==> src/rtl/hpm_sampler_pkg.sv <==
// Shared types for the HPM window sampler: alert classes, sampler FSM states
// and the number of counted event lanes.
package hpm_sampler_pkg;

  localparam int NUM_HPM = 2;

  typedef enum logic [1:0] {
    ALERT_LEG = 2'b00,
    ALERT_SBO = 2'b10,
    ALERT_HBO = 2'b11
  } alert_e;

  typedef enum logic [1:0] {
    IDLE,
    COUNT,
    REQ,
    WAIT
  } sampler_state_e;

endpackage

==> src/rtl/hpm_event_counter.sv <==
// One live event-counter lane. Clear has priority over increment; clear together
// with an increment loads 1 so a same-cycle event is never dropped.
module hpm_event_counter #(
  parameter int CNT_W = 64
) (
  input  logic             clk_h,
  input  logic             rst_h,
  input  logic             inc_i,
  input  logic             clr_i,
  output logic [CNT_W-1:0] cnt_o
);

  logic [CNT_W-1:0] cnt_q, cnt_d;

  always_comb begin
    cnt_d = cnt_q;
    if (clr_i)      cnt_d = CNT_W'(inc_i);
    else if (inc_i) cnt_d = cnt_q + CNT_W'(1);
  end

  always_ff @(posedge clk_h or negedge rst_h) begin
    if (!rst_h) cnt_q <= '0;
    else        cnt_q <= cnt_d;
  end

  assign cnt_o = cnt_q;

endmodule

==> src/rtl/hpm_window_sampler.sv <==
// Counts IMISS / JMP_STALL events over fixed windows, hands each frozen snapshot
// to the detector and records the returned alert class with sticky interrupts.
module hpm_window_sampler
  import hpm_sampler_pkg::*;
#(
  parameter int WINDOW_CYCLES  = 1024,
  parameter int TIMEOUT_CYCLES = 16,
  parameter int CNT_W          = 64
) (
  input  logic                            clk_h,
  input  logic                            rst_h,
  input  logic                            cfg_en,
  input  logic [1:0]                      evt_i,
  output logic [NUM_HPM-1:0][CNT_W-1:0]   hpm_o,
  output logic                            enable_d_o,
  input  logic                            end_d_i,
  input  logic [1:0]                      alert_i,
  output logic [1:0]                      alert_q_o,
  output logic                            alert_valid_o,
  output logic [31:0]                     alert_cnt_o,
  output logic                            irq_o,
  input  logic                            irq_clr_i,
  output logic                            timeout_err_o
);

  localparam int WC_W = $clog2(WINDOW_CYCLES);
  localparam int TC_W = $clog2(TIMEOUT_CYCLES + 1);
  localparam logic [WC_W-1:0] WIN_LAST = WC_W'(WINDOW_CYCLES - 1);
  localparam logic [TC_W-1:0] TO_LAST  = TC_W'(TIMEOUT_CYCLES - 1);

  function automatic logic [31:0] sat_inc32(input logic [31:0] v);
    return (v == 32'hFFFF_FFFF) ? v : v + 32'd1;
  endfunction

  sampler_state_e state_q, state_d;
  logic [WC_W-1:0] wcnt_q, wcnt_d;
  logic [TC_W-1:0] tcnt_q, tcnt_d;
  logic [NUM_HPM-1:0][CNT_W-1:0] hpm_q, hpm_d;
  logic [1:0]  alert_q, alert_d;
  logic        alert_valid_q, alert_valid_d;
  logic [31:0] alert_cnt_q, alert_cnt_d;
  logic        irq_q, irq_d;
  logic        tout_q, tout_d;

  logic snap, capture, tmo, counting, lane_clr;
  logic [NUM_HPM-1:0] lane_inc;
  logic [NUM_HPM-1:0][CNT_W-1:0] lane_cnt;

  for (genvar g = 0; g < NUM_HPM; g++) begin : g_lane
    hpm_event_counter #(.CNT_W(CNT_W)) u_cnt (
      .clk_h (clk_h),
      .rst_h (rst_h),
      .inc_i (lane_inc[g]),
      .clr_i (lane_clr),
      .cnt_o (lane_cnt[g])
    );
  end

  always_ff @(posedge clk_h or negedge rst_h) begin
    if (!rst_h) state_q <= IDLE;
    else        state_q <= state_d;
  end

  // Disable overrides everything, including a snapshot or done pulse this cycle.
  always_comb begin
    state_d = state_q;
    snap    = 1'b0;
    capture = 1'b0;
    tmo     = 1'b0;
    if (!cfg_en) begin
      state_d = IDLE;
    end else begin
      case (state_q)
        IDLE:  state_d = COUNT;
        COUNT: if (wcnt_q == WIN_LAST) begin
                 snap    = 1'b1;
                 state_d = REQ;
               end
        REQ:   state_d = WAIT;
        WAIT:  if (end_d_i) begin
                 capture = 1'b1;
                 state_d = COUNT;
               end else if (tcnt_q == TO_LAST) begin
                 tmo     = 1'b1;
                 state_d = COUNT;
               end
        default: state_d = IDLE;
      endcase
    end
  end

  always_comb begin
    enable_d_o = (state_q == REQ) && cfg_en;
    counting   = cfg_en && (state_q != IDLE);
    lane_clr   = !counting || snap;
    for (int i = 0; i < NUM_HPM; i++) lane_inc[i] = counting && evt_i[i] && !snap;

    // Windows that expire while waiting simply wrap; only COUNT issues requests.
    wcnt_d = '0;
    if (counting && !capture && !tmo)
      wcnt_d = (wcnt_q == WIN_LAST) ? '0 : wcnt_q + WC_W'(1);

    tcnt_d = '0;
    if (cfg_en && state_q == WAIT) tcnt_d = tcnt_q + TC_W'(1);

    hpm_d = hpm_q;
    if (snap)
      for (int i = 0; i < NUM_HPM; i++) hpm_d[i] = lane_cnt[i] + CNT_W'(evt_i[i]);

    alert_d       = alert_q;
    alert_valid_d = 1'b0;
    alert_cnt_d   = alert_cnt_q;
    irq_d         = irq_q && !irq_clr_i;
    tout_d        = tout_q && !irq_clr_i;
    if (capture) begin
      alert_d       = alert_i;
      alert_valid_d = 1'b1;
      if (alert_i != ALERT_LEG) begin
        alert_cnt_d = sat_inc32(alert_cnt_q);
        irq_d       = 1'b1;
      end
    end
    if (tmo) tout_d = 1'b1;
  end

  always_ff @(posedge clk_h or negedge rst_h) begin
    if (!rst_h) begin
      wcnt_q        <= '0;
      tcnt_q        <= '0;
      hpm_q         <= '0;
      alert_q       <= '0;
      alert_valid_q <= 1'b0;
      alert_cnt_q   <= '0;
      irq_q         <= 1'b0;
      tout_q        <= 1'b0;
    end else begin
      wcnt_q        <= wcnt_d;
      tcnt_q        <= tcnt_d;
      hpm_q         <= hpm_d;
      alert_q       <= alert_d;
      alert_valid_q <= alert_valid_d;
      alert_cnt_q   <= alert_cnt_d;
      irq_q         <= irq_d;
      tout_q        <= tout_d;
    end
  end

  assign hpm_o         = hpm_q;
  assign alert_q_o     = alert_q;
  assign alert_valid_o = alert_valid_q;
  assign alert_cnt_o   = alert_cnt_q;
  assign irq_o         = irq_q;
  assign timeout_err_o = tout_q;

endmodule

==> config.mk <==
export PLATFORM = sky130hd
export DESIGN_NAME = hpm_window_sampler
export DESIGN_NICKNAME = d
export VERILOG_FILES = /design/src/rtl/hpm_sampler_pkg.sv /design/src/rtl/hpm_event_counter.sv /design/src/rtl/hpm_window_sampler.sv
export SDC_FILE = /design/constraint.sdc
export NUM_CORES = 1
export LEC_CHECK = 0
export BUFFER_PORTS_ARGS = -buffer_cell sky130_fd_sc_hd__buf_2
export CAP_MARGIN = 20
export CORE_MARGIN = 10
export CORE_UTILIZATION = 60
export DETAILED_ROUTE_END_ITERATION = 16
export PLACE_DENSITY = 0.87
export SETUP_SLACK_MARGIN = 0.15
export SLEW_MARGIN = 30
export SYNTH_ARGS = -nofsm -noshare
export SYNTH_HDL_FRONTEND = slang
export SYNTH_HIERARCHICAL = 1
export SYNTH_SLANG_ARGS = --single-unit
==> constraint.sdc <==
create_clock -name clk_h -period 5 [get_ports clk_h]
set_input_delay 0.5 -clock clk_h [delete_from_list [all_inputs] [get_ports clk_h]]
set_output_delay 0.5 -clock clk_h [all_outputs]
set_load 0.01 [all_outputs]
# --- After elaboration in Yosys (flattened, before gate mapping) ---
# Index checks and enable logic that the tools add are counted.
word_totals:
  inputBits: 9
  wordCells: 78
  reg_bits: 310
  out_inout_bits: 166
op_classes:
  n_addsub: 7
  n_reduce_logical: 24
  n_mux: 26
  bitwise_logic: 1
  eq_ne: 8
ops:
  columns: ["operator", "count"]
  rows:
  - ["$mux 64", 4]
  - ["$add 64x1->64", 2]
  - ["$add 64x1->64 const B", 2]
  - ["$add 32x1->32 const B", 1]
  - ["$eq 32x32->1 const B", 1]
  - ["$mux 10", 2]
  - ["$mux 1", 14]
  - ["$logic_and 1x1->1", 11]
  - ["$add 10x1->10 const B", 1]
  - ["$eq 10x10->1 const B", 1]
  - ["$mux 2", 4]
  - ["$pmux 2 s4", 1]
  - ["$reduce_bool 2->1", 4]
  - ["$add 5x1->5 const B", 1]
  - ["$eq 5x4->1 const B", 1]
  - ["$logic_not 1->1", 5]
  - ["$mux 5", 1]
  - ["$eq 2x2->1 const B", 2]
  - ["$ne 4x4->1 const B", 1]
  - ["$ne 3x3->1 const B", 1]
  - ["$reduce_and 3->1", 1]
  - ["$eq 2x1->1 const B", 1]
  - ["$logic_not 2->1", 1]
  - ["$reduce_and 2->1", 1]
  - ["other kinds (2)", 2]

# --- Depth between registers and ports, before layout ---
logic_depth:
  depth_word: 8
  ltp_mapped: 14
  mapped_depth_nobuf: 10

# --- Cells and area by module ---
# The synthesis kept the hierarchy.
by_module_without_submodules:
  columns: ["mod", "seq_area_each_um2", "cells_each", "instances", "area_each_um2"]
  rows:
  - ["hpm_window_sampler", 4554.4, 1065, 1, 9695.5]
  - ["hpm_event_counter", 1601.5, 370, 2, 3354.5]

# --- Worst setup path after synthesis ---
# Ideal clock, no wire load.
synth_path:
  kind: "reg2reg"
  from: "register wcnt_q[0]"
  to: "register g_lane[1].u_cnt.cnt_q[39]"
  setup_time_ps: 128
  t_arrival_ps: 3477
  path_buffers: 3
  slack_ps: 1395
  path_stages_with_launch: 14
  period_less_slack_ps: 3605
  t_required_ps: 4872
  cell_sequence: "dfrtp_1 ha_1 nand4_1 nor2_1 nand4_1 clkbuf_1 clkbuf_1 clkbuf_1 nand2_1 o211ai_1 or2_2 or4_4 nor3_2 mux2_1"
synth_via:
  word_cells_on_any_way: 9
  cone_classes: "eq/ne (1); mux (4); reduce/logical (4)"
synth_lines:
  columns: ["item", "line_no", "source"]
  rows:
  - ["start: declaration", "hpm_window_sampler.sv:36", "logic [WC_W-1:0] wcnt_q, wcnt_d;"]
  - ["start signal: assignment", "hpm_window_sampler.sv:137", "wcnt_q <= wcnt_d;"]
  - ["$eq 10x10->1 *", "hpm_window_sampler.sv:75", "COUNT: if (wcnt_q == WIN_LAST) begin"]
  - ["$mux 1 *", "hpm_window_sampler.sv:75", null]
  - ["$mux 1 *", "hpm_window_sampler.sv:73", "case (state_q)"]
  - ["$mux 1 *", "hpm_window_sampler.sv:70", "if (!cfg_en) begin"]
  - ["$logic_or 1x1->1 *", "hpm_window_sampler.sv:95", "lane_clr = !counting || snap;"]
  - ["net lane_clr", "hpm_window_sampler.sv:45", "logic snap, capture, tmo, counting, lane_clr;"]
  - ["$mux 64 / $reduce_bool 2->1 (equally long branches)", null, null]
  - ["end signal: assignment", "hpm_event_counter.sv:23", "else cnt_q <= cnt_d;"]
  - ["end: declaration", "hpm_event_counter.sv:13", "logic [CNT_W-1:0] cnt_q, cnt_d;"]
# Mark *: on every way through the listed nets, which the timed path passes. The rest lies on a longest branch.
# A chain may end at the register's enable or synchronous reset.

# --- Final worst setup path ---
layout_path:
  from: "register wcnt_q[0]"
  to: "register g_lane[1].u_cnt.cnt_q[52]"
layout_via:
  elab_chain_len: 7
  word_cells_on_any_way: 9
  cone_classes: "eq/ne (1); mux (4); reduce/logical (4)"
layout_lines:
  columns: ["item", "line_no", "source"]
  rows:
  - ["$eq 10x10->1", "hpm_window_sampler.sv:75", null]
  - ["$mux 1", "hpm_window_sampler.sv:75", null]
  - ["$mux 1", "hpm_window_sampler.sv:73", null]
  - ["$mux 1", "hpm_window_sampler.sv:70", null]
  - ["$logic_not 1->1", "hpm_window_sampler.sv:96", "for (int i = 0; i < NUM_HPM; i++) lane_inc[i] = counting && evt_i[i] && !snap;"]
  - ["$logic_and 1x1->1", "hpm_window_sampler.sv:96", null]
  - ["net lane_inc[1]", "hpm_window_sampler.sv:46", "logic [NUM_HPM-1:0] lane_inc;"]
  - ["$reduce_bool 2->1 (no source line)", null, null]
# The timed path passes the listed nets, and every way through them passes these cells.

==> impl_metrics.json <==
{
  "cpPeakStageDelay_ns": 0.57,
  "ir_worst_vdd_mv": 0.234,
  "crit_path_frequent_cell": "nand4_1",
  "design_area_um2": 18700,
  "hp-class": "input pin to async pin",
  "track_usage": 0.244,
  "instances_no_fill": 2324,
  "syn_avg_cell_area_um2": 9.09,
  "grt_pass1_wl_mm": 69.8,
  "rows": 60,
  "drc_errors": 0,
  "clk_pin_slew_ns": 0.07,
  "status": "finished with violations",
  "min_period_over_period": 0.718,
  "htreeDepth": 1,
  "switchingPower_mw": 1.28,
  "dp_hpwl_mm": 29.6,
  "drtPass1Iterations": 6,
  "hold_viol": 8,
  "whs_ns": -0.0267,
  "area_growth_syn_to_layout_pct": 13.7,
  "synth_area_leaders": "dfrtp_1 47%, xnor2_1 7.1%, o21ai_0 5.4%, nand2_1 5.2%, xor2_1 4.8%",
  "cts-root-buf": "clkbuf_16",
  "setup.worst_path.class": "register to register",
  "syn-num-nets": 1829,
  "synthArstFlopShare": 1.00,
  "core_area_um2": 27000,
  "pin_count": 175,
  "slew_violations": 0,
  "grt_max_degree": 146,
  "dp_slack_ns": 1.52,
  "highest_layer": "met4",
  "crit_fanout": 16,
  "synth.distinct_cells": 50,
  "layout-drive-gt1-share": 0.143,
  "wl_met3_mm": 4.02,
  "synth_edf_count": 0,
  "synth_top_area_share": 0.473,
  "final_antenna_net_count": 0,
  "place_area_um2": 17500,
  "grt_pass1_vias": 13800,
  "cts_buffers": 31,
  "finClkSkew_ns": 0.0120,
  "clock_sinks": 310,
  "min_period_ns": 3.59,
  "fp.dieW_um": 185,
  "power_density_nw_per_um2": 291,
  "ctsResizeCount": 0,
  "yosys.area.top_type": "dfrtp_1",
  "final_cell_mix": "310 x dfrtp_1, 227 x nand2_1, 178 x o21ai_0",
  "rsz0062_at_grt": "no",
  "final_common_cell": "dfrtp_1",
  "intPower_mw": 4.15,
  "post_cts_buffers": 0,
  "drt_iter0_markers": 1517,
  "finish.utilization": 0.692,
  "drt-total-wl_mm": 42.4,
  "p_clk_frac": 0.463,
  "wl_met2_mm": 19.9,
  "total_power_mw": 5.42,
  "worst_slack_ns": 1.41,
  "power.leakage_nw": 7.56,
  "placed_cells_incl_taps": 2267,
  "seq_area_frac_synth": 0.473,
  "clk_latency_ns": 0.57,
  "finalSetupViolCount": 0,
  "numPortBuffers": 174,
  "synth_ff_type": "dfrtp_1",
  "cp.required_ns": 5.49,
  "die_h_um": 185,
  "nets": 1983,
  "slew_headroom": 0.354,
  "antenna_found_initial": 0,
  "postCtsHoldBufs": 0,
  "setup_tns_ns": 0,
  "p_seq_frac": 0.474,
  "cp-end-kind": "register",
  "synth_area_um2": 16400,
  "arrival_ns": 4.08,
  "cap_violations": 0,
  "drt-wirelength-per-cell_um": 18.3,
  "avgViaCountPerCell": 6.19,
  "die_area_um2": 34400,
  "switching_share": 0.235,
  "critPathSlowestCell": "or4_1",
  "wl_met1_mm": 17.9,
  "diodes": 0,
  "cts.path.max_buffers": 3,
  "floorplan.initialDensity": 0.609,
  "fmax_mhz": 279,
  "cp_cell_sequence": "ha_1 -> nand4_1 -> nor2_1 -> nand4_1 -> and3_1 -> o21ai_0 -> nor4_2 -> nand4_1 -> or4_1 -> a21oi_1",
  "worst_pin_slew_ns": 0.956,
  "ys_ff_latch": 310,
  "cts_tree": "yes",
  "postSynthCellCount": 1805,
  "violations": "hold timing",
  "via_count": 14400,
  "combPwrFrac": 0.063,
  "grt_overflow": 0,
  "cp-start-kind": "register",
  "gp_congestion": 0.915,
  "yosysWarnings": 6
}
## state kept, by name (all words and copies together) (netlist names), 2 cells and up
register	flops
state_q	2
wcnt_q	10
alert_cnt_o	32
hpm_o	128
g_lane.u_cnt/cnt_o	128
alert_q_o	2
tcnt_q	5
## cell type report
| class | instances | area [um^2] |
|---|---|---|
| clock buffer | 43 | 881 |
| clock inverter | 14 | 223 |
| fill | 2013 | 8300 |
| inverter | 48 | 180 |
| multi-input combinational | 1384 | 8220 |
| sequential | 310 | 7760 |
| tap | 341 | 427 |
| timing repair buffer | 184 | 968 |
## kinds of logic after synthesis
| kind of cell | Yosys count | share of synthesized area |
|---|---|---|
| AO/OA/AOI/OAI | 265 | 0.0844 |
| XOR/XNOR | 223 | 0.119 |
| adder cells (fa/ha/maj) | 15 | 0.0114 |
| buffers and inverters | 111 | 0.0268 |
| flip-flops | 310 | 0.473 |
| multiplexers | 13 | 0.00877 |
| AND/OR/NAND/NOR | 868 | 0.277 |
## power by group through the flow
stage | Sequential, mW | Combinational (mW) | Clock [mW]
after global placement | 2.61 | 0.330 | 0
after CTS | 2.57 | 0.346 | 2.54
final | 2.57 | 0.343 | 2.51
after global routing | 2.57 | 0.381 | 2.65
after floorplan | 2.62 | 0.203 | 0
after detailed placement | 2.61 | 0.339 | 0
## path summary, 6_finish.rpt
path	startpoint	endpoint	slack (ns)	cells after the start
min in group clk_h	irq_clr_i	timeout_err_o	0.15	2
setup / recovery	wcnt_q[0]	g_lane[1].u_cnt/cnt_o[52]	1.41	10
max in group asynchronous	rst_h	g_lane[0].u_cnt/cnt_o[32]	3.75	2
setup reg to reg	wcnt_q[0]	g_lane[1].u_cnt/cnt_o[52]	1.41	10
hold / removal	rst_h	alert_cnt_o[26]	-0.03	1
hold reg to reg	hpm_o[39]	hpm_o[39]	0.48	2
## critical path, delay by kind of cell, from the launching register on
| family | cells | cell delay, ns |
|---|---|---|
| simple gates | 7 | 2.55 |
| flops | 1 | 0.41 |
| fa+ha+maj | 1 | 0.25 |
| compound gates | 2 | 0.31 |
## metal layers
| layer | track usage | up-vias |
|---|---|---|
| li1 | - | 6681 |
| met1 | 0.335 | 7022 |
| met2 | 0.390 | 618 |
| met3 | 0.0476 | 69 |
| met4 | 0.0536 | 0 |
| met5 | 0 | - |
## synthesized netlist by cell type (4+ instances only)
cell type,n
nor4_2,10
ha_1,15
o31ai_1,6
nor2_1,148
and3_1,33
buf_2,6
nor2b_1,4
and2_1,7
clkbuf_1,54
nand3_1,119
inv_1,48
xor2_1,90
dfrtp_1,310
nand2b_1,4
o21ai_1,9
mux2_2,9
nand2_1,228
nor3_1,41
o21ai_0,178
and4_1,18
nor4_1,39
nor3_2,7
a21oi_1,60
or4_4,5
xnor2_1,133
or4_1,11
or2_2,7
nand4_1,100
or3_1,73
Note: power is estimated with default switching activity, not from simulation.
